[config.mk]
export PLATFORM = sky130hd
export DESIGN_NAME = sdram_frame_arbiter
export DESIGN_NICKNAME = d
export VERILOG_FILES = /design/src/rtl/sdram_arb_pkg.sv /design/src/rtl/sync_fifo_fwft.sv /design/src/rtl/sdram_frame_arbiter.sv
export SDC_FILE = /design/constraint.sdc
export NUM_CORES = 1
export LEC_CHECK = 0
export CAP_MARGIN = 5
export CORE_MARGIN = 5
export CORE_UTILIZATION = 49
export CTS_BUF_LIST = sky130_fd_sc_hd__clkbuf_2
export DETAILED_ROUTE_END_ITERATION = 8
export PLACE_DENSITY = 0.79
export SLEW_MARGIN = 20
export SYNTH_ARGS = -nofsm -noshare
export SYNTH_HDL_FRONTEND = slang
export SYNTH_SLANG_ARGS = --single-unit
[constraint.sdc]
create_clock -name mem_clk -period 3.8 [get_ports mem_clk]
set_input_delay 0.38 -clock mem_clk [delete_from_list [all_inputs] [get_ports mem_clk]]
set_output_delay 0.38 -clock mem_clk [all_outputs]
set_load 0.005 [all_outputs]
[src/rtl/sdram_arb_pkg.sv]
`default_nettype none
// ----------------------------------------------------------------------------
// sdram_arb_pkg -- FSM state type and default geometry for the frame arbiter
// Revision: 1.0
// ----------------------------------------------------------------------------
package sdram_arb_pkg;

  localparam int ADDR_W_DEF      = 24;
  localparam int DATA_W_DEF      = 16;
  localparam int FIFO_DEPTH_DEF  = 16;
  localparam int FB_BASE_DEF     = 0;
  localparam int FRAME_WORDS_DEF = 76800;

  typedef enum logic [2:0] {
    ST_IDLE     = 3'd0,
    ST_RD_ISSUE = 3'd1,
    ST_RD_WAIT  = 3'd2,
    ST_WR_ISSUE = 3'd3,
    ST_WR_WAIT  = 3'd4
  } arb_state_t;

endpackage
`default_nettype wire

[src/rtl/sync_fifo_fwft.sv]
`default_nettype none
// ----------------------------------------------------------------------------
// sync_fifo_fwft -- single-clock first-word-fall-through FIFO with flush
// Revision: 1.0
// ----------------------------------------------------------------------------
module sync_fifo_fwft #(
  parameter int DEPTH = 16,
  parameter int WIDTH = 16
) (
  input  logic                     clk,
  input  logic                     rst,
  input  logic                     flush,
  input  logic                     push,
  input  logic [WIDTH-1:0]         din,
  input  logic                     pop,
  output logic [WIDTH-1:0]         dout,
  output logic                     empty,
  output logic [$clog2(DEPTH):0]   level,
  output logic                     underflow
);

  localparam int AW = $clog2(DEPTH);
  localparam int LW = AW + 1;

  logic [WIDTH-1:0] mem_q [DEPTH];
  logic [AW-1:0]    rd_ptr_q, rd_ptr_d;
  logic [AW-1:0]    wr_ptr_q, wr_ptr_d;
  logic [LW-1:0]    level_q, level_d;
  logic             underflow_q, underflow_d;
  logic             push_ok, pop_ok;

  always_comb begin
    push_ok     = push && (level_q != LW'(DEPTH));
    pop_ok      = pop && (level_q != '0);
    rd_ptr_d    = rd_ptr_q;
    wr_ptr_d    = wr_ptr_q;
    level_d     = level_q;
    underflow_d = underflow_q || (pop && (level_q == '0));
    if (flush) begin
      rd_ptr_d = '0;
      wr_ptr_d = '0;
      level_d  = '0;
    end else begin
      if (push_ok) wr_ptr_d = wr_ptr_q + AW'(1);
      if (pop_ok)  rd_ptr_d = rd_ptr_q + AW'(1);
      level_d = level_q + LW'(push_ok) - LW'(pop_ok);
    end
  end

  always_ff @(posedge clk) begin
    if (rst) begin
      rd_ptr_q    <= '0;
      wr_ptr_q    <= '0;
      level_q     <= '0;
      underflow_q <= 1'b0;
    end else begin
      rd_ptr_q    <= rd_ptr_d;
      wr_ptr_q    <= wr_ptr_d;
      level_q     <= level_d;
      underflow_q <= underflow_d;
    end
  end

  // Storage needs no reset; occupancy is tracked by the pointers.
  always_ff @(posedge clk) begin
    if (push_ok && !flush) mem_q[wr_ptr_q] <= din;
  end

  assign dout      = mem_q[rd_ptr_q];
  assign empty     = (level_q == '0);
  assign level     = level_q;
  assign underflow = underflow_q;

endmodule
`default_nettype wire

[src/rtl/sdram_frame_arbiter.sv]
`default_nettype none
// ----------------------------------------------------------------------------
// sdram_frame_arbiter -- shares one SDRAM controller port between display
//                        frame fetch (sequential reads) and loader writes
// Revision: 1.0
// ----------------------------------------------------------------------------
module sdram_frame_arbiter
  import sdram_arb_pkg::*;
#(
  parameter int ADDR_W      = ADDR_W_DEF,
  parameter int DATA_W      = DATA_W_DEF,
  parameter int FIFO_DEPTH  = FIFO_DEPTH_DEF,
  parameter int FB_BASE     = FB_BASE_DEF,
  parameter int FRAME_WORDS = FRAME_WORDS_DEF
) (
  input  logic                          mem_clk,
  input  logic                          rst,
  input  logic                          frame_start,
  input  logic                          fifo_rd_en,
  output logic [DATA_W-1:0]             fifo_dout,
  output logic                          fifo_empty,
  output logic [$clog2(FIFO_DEPTH):0]   fifo_level,
  output logic                          underflow,
  input  logic                          wr_valid,
  input  logic [ADDR_W-1:0]             wr_addr,
  input  logic [DATA_W-1:0]             wr_data,
  output logic                          wr_ready,
  output logic [ADDR_W-1:0]             ctl_rd_addr,
  output logic [ADDR_W-1:0]             ctl_wr_addr,
  output logic [DATA_W-1:0]             ctl_wr_data,
  output logic                          ctl_rd_enable,
  output logic                          ctl_wr_enable,
  input  logic [DATA_W-1:0]             ctl_rd_data,
  input  logic                          ctl_rd_ready,
  input  logic                          ctl_busy
);

  localparam int                 LVL_W    = $clog2(FIFO_DEPTH) + 1;
  localparam logic [ADDR_W-1:0]  FB_FIRST = ADDR_W'(FB_BASE);
  localparam logic [ADDR_W-1:0]  FB_LAST  = ADDR_W'(FB_BASE + FRAME_WORDS - 1);

  arb_state_t          state_q;
  logic [ADDR_W-1:0]   rd_ptr_q;
  logic                frame_active_q;
  logic                drop_q;
  logic                wr_seen_busy_q;
  logic                wr_ready_q;
  logic                ctl_rd_enable_q;
  logic                ctl_wr_enable_q;
  logic [ADDR_W-1:0]   ctl_rd_addr_q;
  logic [ADDR_W-1:0]   ctl_wr_addr_q;
  logic [DATA_W-1:0]   ctl_wr_data_q;

  logic                rd_eligible;
  logic                rd_urgent;
  logic                fifo_push;
  logic [LVL_W-1:0]    level;

  always_comb begin
    rd_eligible = frame_active_q && (level < LVL_W'(FIFO_DEPTH));
    rd_urgent   = (level < LVL_W'(FIFO_DEPTH / 2));
    fifo_push   = (state_q == ST_RD_WAIT) && ctl_rd_ready && !drop_q && !frame_start;
  end

  always_ff @(posedge mem_clk) begin
    if (rst) begin
      state_q         <= ST_IDLE;
      rd_ptr_q        <= FB_FIRST;
      frame_active_q  <= 1'b1;
      drop_q          <= 1'b0;
      wr_seen_busy_q  <= 1'b0;
      wr_ready_q      <= 1'b0;
      ctl_rd_enable_q <= 1'b0;
      ctl_wr_enable_q <= 1'b0;
      ctl_rd_addr_q   <= '0;
      ctl_wr_addr_q   <= '0;
      ctl_wr_data_q   <= '0;
    end else begin
      wr_ready_q      <= 1'b0;
      ctl_rd_enable_q <= 1'b0;
      ctl_wr_enable_q <= 1'b0;
      case (state_q)
        ST_IDLE: begin
          if (!ctl_busy) begin
            if (rd_eligible && (rd_urgent || !wr_valid)) begin
              // A restart in the decision cycle must fetch the new frame's first word.
              ctl_rd_addr_q <= frame_start ? FB_FIRST : rd_ptr_q;
              state_q       <= ST_RD_ISSUE;
            end else if (wr_valid) begin
              wr_ready_q    <= 1'b1;
              ctl_wr_addr_q <= wr_addr;
              ctl_wr_data_q <= wr_data;
              state_q       <= ST_WR_ISSUE;
            end
          end
        end
        ST_RD_ISSUE: begin
          if (!ctl_busy) begin
            ctl_rd_enable_q <= 1'b1;
            state_q         <= ST_RD_WAIT;
            if ((ctl_rd_addr_q == FB_LAST) && !drop_q && !frame_start) begin
              frame_active_q <= 1'b0;
            end
          end
        end
        ST_RD_WAIT: begin
          if (ctl_rd_ready) begin
            state_q <= ST_IDLE;
            drop_q  <= 1'b0;
            if (!drop_q && !frame_start) rd_ptr_q <= rd_ptr_q + ADDR_W'(1);
          end
        end
        ST_WR_ISSUE: begin
          if (!ctl_busy) begin
            ctl_wr_enable_q <= 1'b1;
            wr_seen_busy_q  <= 1'b0;
            state_q         <= ST_WR_WAIT;
          end
        end
        ST_WR_WAIT: begin
          if (ctl_busy) begin
            wr_seen_busy_q <= 1'b1;
          end else if (wr_seen_busy_q) begin
            state_q <= ST_IDLE;
          end
        end
        default: state_q <= ST_IDLE;
      endcase

      // Restart overrides the sequencing above; a read still owed by the controller is discarded.
      if (frame_start) begin
        rd_ptr_q       <= FB_FIRST;
        frame_active_q <= 1'b1;
        if ((state_q == ST_RD_ISSUE) || ((state_q == ST_RD_WAIT) && !ctl_rd_ready)) begin
          drop_q <= 1'b1;
        end
      end
    end
  end

  sync_fifo_fwft #(
    .DEPTH (FIFO_DEPTH),
    .WIDTH (DATA_W)
  ) u_fetch_fifo (
    .clk       (mem_clk),
    .rst       (rst),
    .flush     (frame_start),
    .push      (fifo_push),
    .din       (ctl_rd_data),
    .pop       (fifo_rd_en),
    .dout      (fifo_dout),
    .empty     (fifo_empty),
    .level     (level),
    .underflow (underflow)
  );

  assign fifo_level    = level;
  assign wr_ready      = wr_ready_q;
  assign ctl_rd_enable = ctl_rd_enable_q;
  assign ctl_wr_enable = ctl_wr_enable_q;
  assign ctl_rd_addr   = ctl_rd_addr_q;
  assign ctl_wr_addr   = ctl_wr_addr_q;
  assign ctl_wr_data   = ctl_wr_data_q;

endmodule
`default_nettype wire

==> flow_results.xml <==
<?xml version="1.0" encoding="UTF-8"?>
<metrics>
  <group name="power">
    <metric name="vdd_ir_drop_max" unit="mV">0.247</metric>
    <metric name="design_power_total" unit="mW">8.09</metric>
    <metric name="power-per-cell-area" unit="nW/um^2">461</metric>
    <metric name="leakage" unit="nW">5.78</metric>
  </group>
  <group name="sta">
    <metric name="timing.hold.ws" unit="ps">97.4</metric>
    <metric name="setup_total_negative_slack" unit="ps">0</metric>
    <metric name="max_slew.worst_pin.slew" unit="ps">1030</metric>
    <metric name="finalSetupViolCount" unit="">0</metric>
    <metric name="slew_headroom" unit="%">31.3</metric>
    <metric name="final-max-slew-violation-count" unit="">0</metric>
    <metric name="max_freq" unit="MHz">289</metric>
    <metric name="final.setup.worst_slack" unit="ps">334</metric>
    <metric name="grt_setup_unrepaired" unit="">false</metric>
    <metric name="clock_skew" unit="ps">88.4</metric>
    <metric name="finalHoldViolations" unit="">0</metric>
    <metric name="timing.final.crit_period" unit="ps">3470</metric>
    <metric name="finalCritPeriodShare" unit="%">91.2</metric>
  </group>
  <group name="detailed_routing">
    <metric name="drt_pass1_iterations" unit="">5</metric>
    <metric name="drt_iter0_markers" unit="">689</metric>
    <metric name="detailroute.via_count" unit="">8944</metric>
    <metric name="vias_per_cell" unit="">5.46</metric>
    <metric name="drc" unit="">0</metric>
    <metric name="wire_per_inst" unit="um">19.8</metric>
    <metric name="post_route_antenna_net_violation_count" unit="">0</metric>
    <metric name="drt-total-wl" unit="mm">32.4</metric>
  </group>
  <group name="logic_synthesis">
    <metric name="yosysSeqAreaShare" unit="%">69.6</metric>
    <metric name="syn_avg_cell_area" unit="sq um">15.5</metric>
    <metric name="synth_cells" unit="">928</metric>
    <metric name="mappedNetlistNets" unit="">1005</metric>
    <metric name="synth_edf_count" unit="">256</metric>
    <metric name="ys.flop_type" unit="">sky130_fd_sc_hd__edfxtp_1</metric>
    <metric name="synthArstFlopShare" unit="%">0</metric>
    <metric name="ys_seq_elements" unit="">371</metric>
    <metric name="synthesis.area" unit="sq um">14400</metric>
    <metric name="yosys_warnings" unit="">0</metric>
    <metric name="post_synth_num_cell_types" unit="">45</metric>
  </group>
  <group name="die">
    <metric name="ios" unit="">153</metric>
    <metric name="start_util" unit="%">49.9</metric>
    <metric name="die_w" unit="um">181</metric>
    <metric name="std_cell_rows" unit="">62</metric>
    <metric name="dieArea" unit="sq um">32800</metric>
    <metric name="die_y" unit="um">181</metric>
    <metric name="core_area" unit="sq um">28800</metric>
  </group>
  <group name="placed_design">
    <metric name="placed_instance_count" unit="">1443</metric>
    <metric name="place_area" unit="sq um">16400</metric>
    <metric name="gp_congestion" unit="">0.776</metric>
    <metric name="buffer_ports.inserted" unit="">152</metric>
    <metric name="detailedPlacementHpwl" unit="mm">19.3</metric>
    <metric name="place_ws" unit="ps">889</metric>
  </group>
  <group name="run_status">
    <metric name="outcome" unit="">complete, no violations</metric>
  </group>
  <group name="worst_setup_path">
    <metric name="timing.setup.critical_path_class" unit="">reg2out</metric>
    <metric name="timing.critical_path.slowest_cell_delay" unit="ps">530</metric>
    <metric name="critical-path-top-cell-by-count" unit="">sky130_fd_sc_hd__mux4_2</metric>
    <metric name="worstPathArrival" unit="ps">3090</metric>
    <metric name="worstSetupEndpointType" unit="">output port</metric>
    <metric name="worst_ep_required_time" unit="ps">3420</metric>
    <metric name="worstPathMaxFanout" unit="">25</metric>
    <metric name="critPathLaunchType" unit="">flop</metric>
    <metric name="crit_chain" unit="">buf_12 -&gt; mux4_2 -&gt; mux4_2 -&gt; clkdlybuf4s50_1</metric>
    <metric name="critical_path.slowest_cell" unit="">sky130_fd_sc_hd__mux4_2</metric>
    <metric name="worst_r2r_path_depth" unit="">13</metric>
  </group>
  <group name="worst_hold_path">
    <metric name="hold_crit_class" unit="">in2reg</metric>
    <metric name="hold_path_depth" unit="">3</metric>
  </group>
  <group name="run">
    <metric name="max_cap_violations" unit="">0</metric>
  </group>
  <group name="clock_tree">
    <metric name="clock_latency" unit="ps">900</metric>
    <metric name="clk_pin_slew" unit="ps">110</metric>
    <metric name="htreeDepth" unit="">3</metric>
    <metric name="cts.sink_count" unit="">371</metric>
    <metric name="cts.root.buffer_cell" unit="">sky130_fd_sc_hd__clkbuf_2</metric>
    <metric name="clock_tree.buffer_depth" unit="">3</metric>
    <metric name="cts_tree" unit="">yes</metric>
    <metric name="cts_made_buffers" unit="">91</metric>
  </group>
  <group name="layout">
    <metric name="layout-drive-gt1-share" unit="%">22.6</metric>
    <metric name="finish.cell_count_without_fillers" unit="">1638</metric>
    <metric name="post-route-util" unit="%">61.0</metric>
    <metric name="design_area" unit="sq um">17600</metric>
    <metric name="areaGrowthSynthToFinish" unit="%">22.4</metric>
    <metric name="num-nets-final" unit="">1264</metric>
    <metric name="fill_cells" unit="">2098</metric>
  </group>
  <group name="global_route">
    <metric name="global_route_congestion_overflow_total" unit="">0</metric>
    <metric name="antenna_found_initial" unit="">2</metric>
    <metric name="first_pass_grt_wire_length" unit="mm">51.3</metric>
    <metric name="grt_max_degree" unit="">75</metric>
    <metric name="groute.usage.overall" unit="%">19.6</metric>
    <metric name="first_global_vias" unit="">9483</metric>
  </group>
</metrics>
==> cells in the final DEF (no fill, tap or decap), types with 12 or more instances in the layout <==
master	synthesis	routed
sky130_fd_sc_hd__nand4_1	12	12
sky130_fd_sc_hd__buf_4	0	42
sky130_fd_sc_hd__inv_1	13	13
sky130_fd_sc_hd__clkdlybuf4s50_1	0	151
sky130_fd_sc_hd__nand3_1	12	12
sky130_fd_sc_hd__clkinv_1	0	14
sky130_fd_sc_hd__mux4_2	80	80
sky130_fd_sc_hd__ha_1	13	13
sky130_fd_sc_hd__nand3b_1	23	23
sky130_fd_sc_hd__dlygate4sd3_1	0	23
sky130_fd_sc_hd__xor2_1	24	24
sky130_fd_sc_hd__a21oi_1	70	70
sky130_fd_sc_hd__nor2_1	63	63
sky130_fd_sc_hd__edfxtp_1	256	256
sky130_fd_sc_hd__nand2_1	123	123
sky130_fd_sc_hd__dfxtp_1	115	113
sky130_fd_sc_hd__clkbuf_2	1	137
==> final timing paths <==
| kind | startpoint | to | slack, ps |
|---|---|---|---|
| max | flop | fifo_dout[0] | 330 |
| min | wr_data[1] | ctl_wr_data[1] | 100 |
| max reg2reg | u_fetch_fifo.level[3] | u_fetch_fifo.level[4] | 920 |
| min reg2reg | ctl_wr_addr[20] | ctl_wr_addr[20] | 460 |
==> layout make-up <==
class | count | area [sq um] | area share [%]
antenna | 1 | 2.50 | 0.0142
clock buffer | 137 | 686 | 3.90
clock inverter | 22 | 116 | 0.663
inverter | 13 | 48.8 | 0.278
multi-input combinational | 490 | 4110 | 23.4
sequential | 371 | 9990 | 56.9
tap | 384 | 480 | 2.74
timing repair buffer | 220 | 2120 | 12.1
==> Yosys cell counts, types with 3 or more instances <==
cell,n,area share (%)
sky130_fd_sc_hd__ha_1,13,1.1
sky130_fd_sc_hd__nand3b_1,23,1.2
sky130_fd_sc_hd__xor2_1,24,1.5
sky130_fd_sc_hd__inv_1,13,0.34
sky130_fd_sc_hd__mux2i_1,4,0.28
sky130_fd_sc_hd__nor3b_1,4,0.21
sky130_fd_sc_hd__nor4_1,3,0.13
sky130_fd_sc_hd__nor3_1,6,0.21
sky130_fd_sc_hd__nand2_1,123,3.2
sky130_fd_sc_hd__clkbuf_1,40,1.0
sky130_fd_sc_hd__mux4_2,80,13
sky130_fd_sc_hd__xnor2_1,8,0.49
sky130_fd_sc_hd__or4_1,4,0.21
sky130_fd_sc_hd__nand4_1,12,0.52
sky130_fd_sc_hd__dfxtp_1,115,16
sky130_fd_sc_hd__buf_1,3,0.078
sky130_fd_sc_hd__and3_1,5,0.22
sky130_fd_sc_hd__buf_2,8,0.28
sky130_fd_sc_hd__nor2_1,63,1.6
sky130_fd_sc_hd__nand3_1,12,0.42
sky130_fd_sc_hd__nand2b_1,5,0.22
sky130_fd_sc_hd__a21oi_1,70,2.4
sky130_fd_sc_hd__nand4b_1,3,0.18
sky130_fd_sc_hd__edfxtp_1,256,54
sky130_fd_sc_hd__nor2b_1,3,0.13
==> per-layer routing <==
layer | up-vias | share of wire, % | global-route usage [%]
li1 | 4066 | - | -
met1 | 4427 | 40 | 25.8
met2 | 400 | 49 | 31.8
met3 | 49 | 9.2 | 6.23
met4 | 2 | 1.5 | 5.55
met5 | - | 0.062 | 0
==> worst max-delay path: cells and delay by family, from the launching register on <==
kind / cells / cell delay, ps
flip-flops: 1 / 480
multiplexers: 2 / 1050
buffers and inverters: 2 / 730
==> power breakdown <==
group / switching (mW) / total [mW] / internal [mW]
Combinational: 0.517 / 1.12 / 0.603
Clock: 1.56 / 2.53 / 0.972
Sequential: 0.0676 / 4.44 / 4.38
==> sequential cells by signal, indices dropped and copies added, names as in the netlist, named ones only <==
signal	count
ctl_rd_addr	24
u_fetch_fifo.rd_ptr_q	4
u_fetch_fifo.level	5
frame_active_q	1
drop_q	1
u_fetch_fifo.underflow	1
u_fetch_fifo.mem_q	256
wr_ready	1
ctl_wr_data	16
ctl_wr_addr	24
wr_seen_busy_q	1
ctl_rd_enable	1
state_q	3
u_fetch_fifo.wr_ptr_q	4
ctl_wr_enable	1
rd_ptr_q	24
==> kinds of logic after synthesis <==
logic type / share of synthesized area [%]
simple gates: 9.55
mux: 12.8
xor+xnor: 1.95
buf+inv: 1.94
fa+ha+maj: 1.27
compound gates: 2.87
flops: 69.6
==> timing repair <==
action | CTS | global route
endpoints found under the setup margin | 0 | 14
hold buffers | 23 | 0
hold endpoints to repair | 23 | 0
gates resized for setup | 0 | 0
setup buffers | 0 | 12
Power figures use the tool's default switching activity.
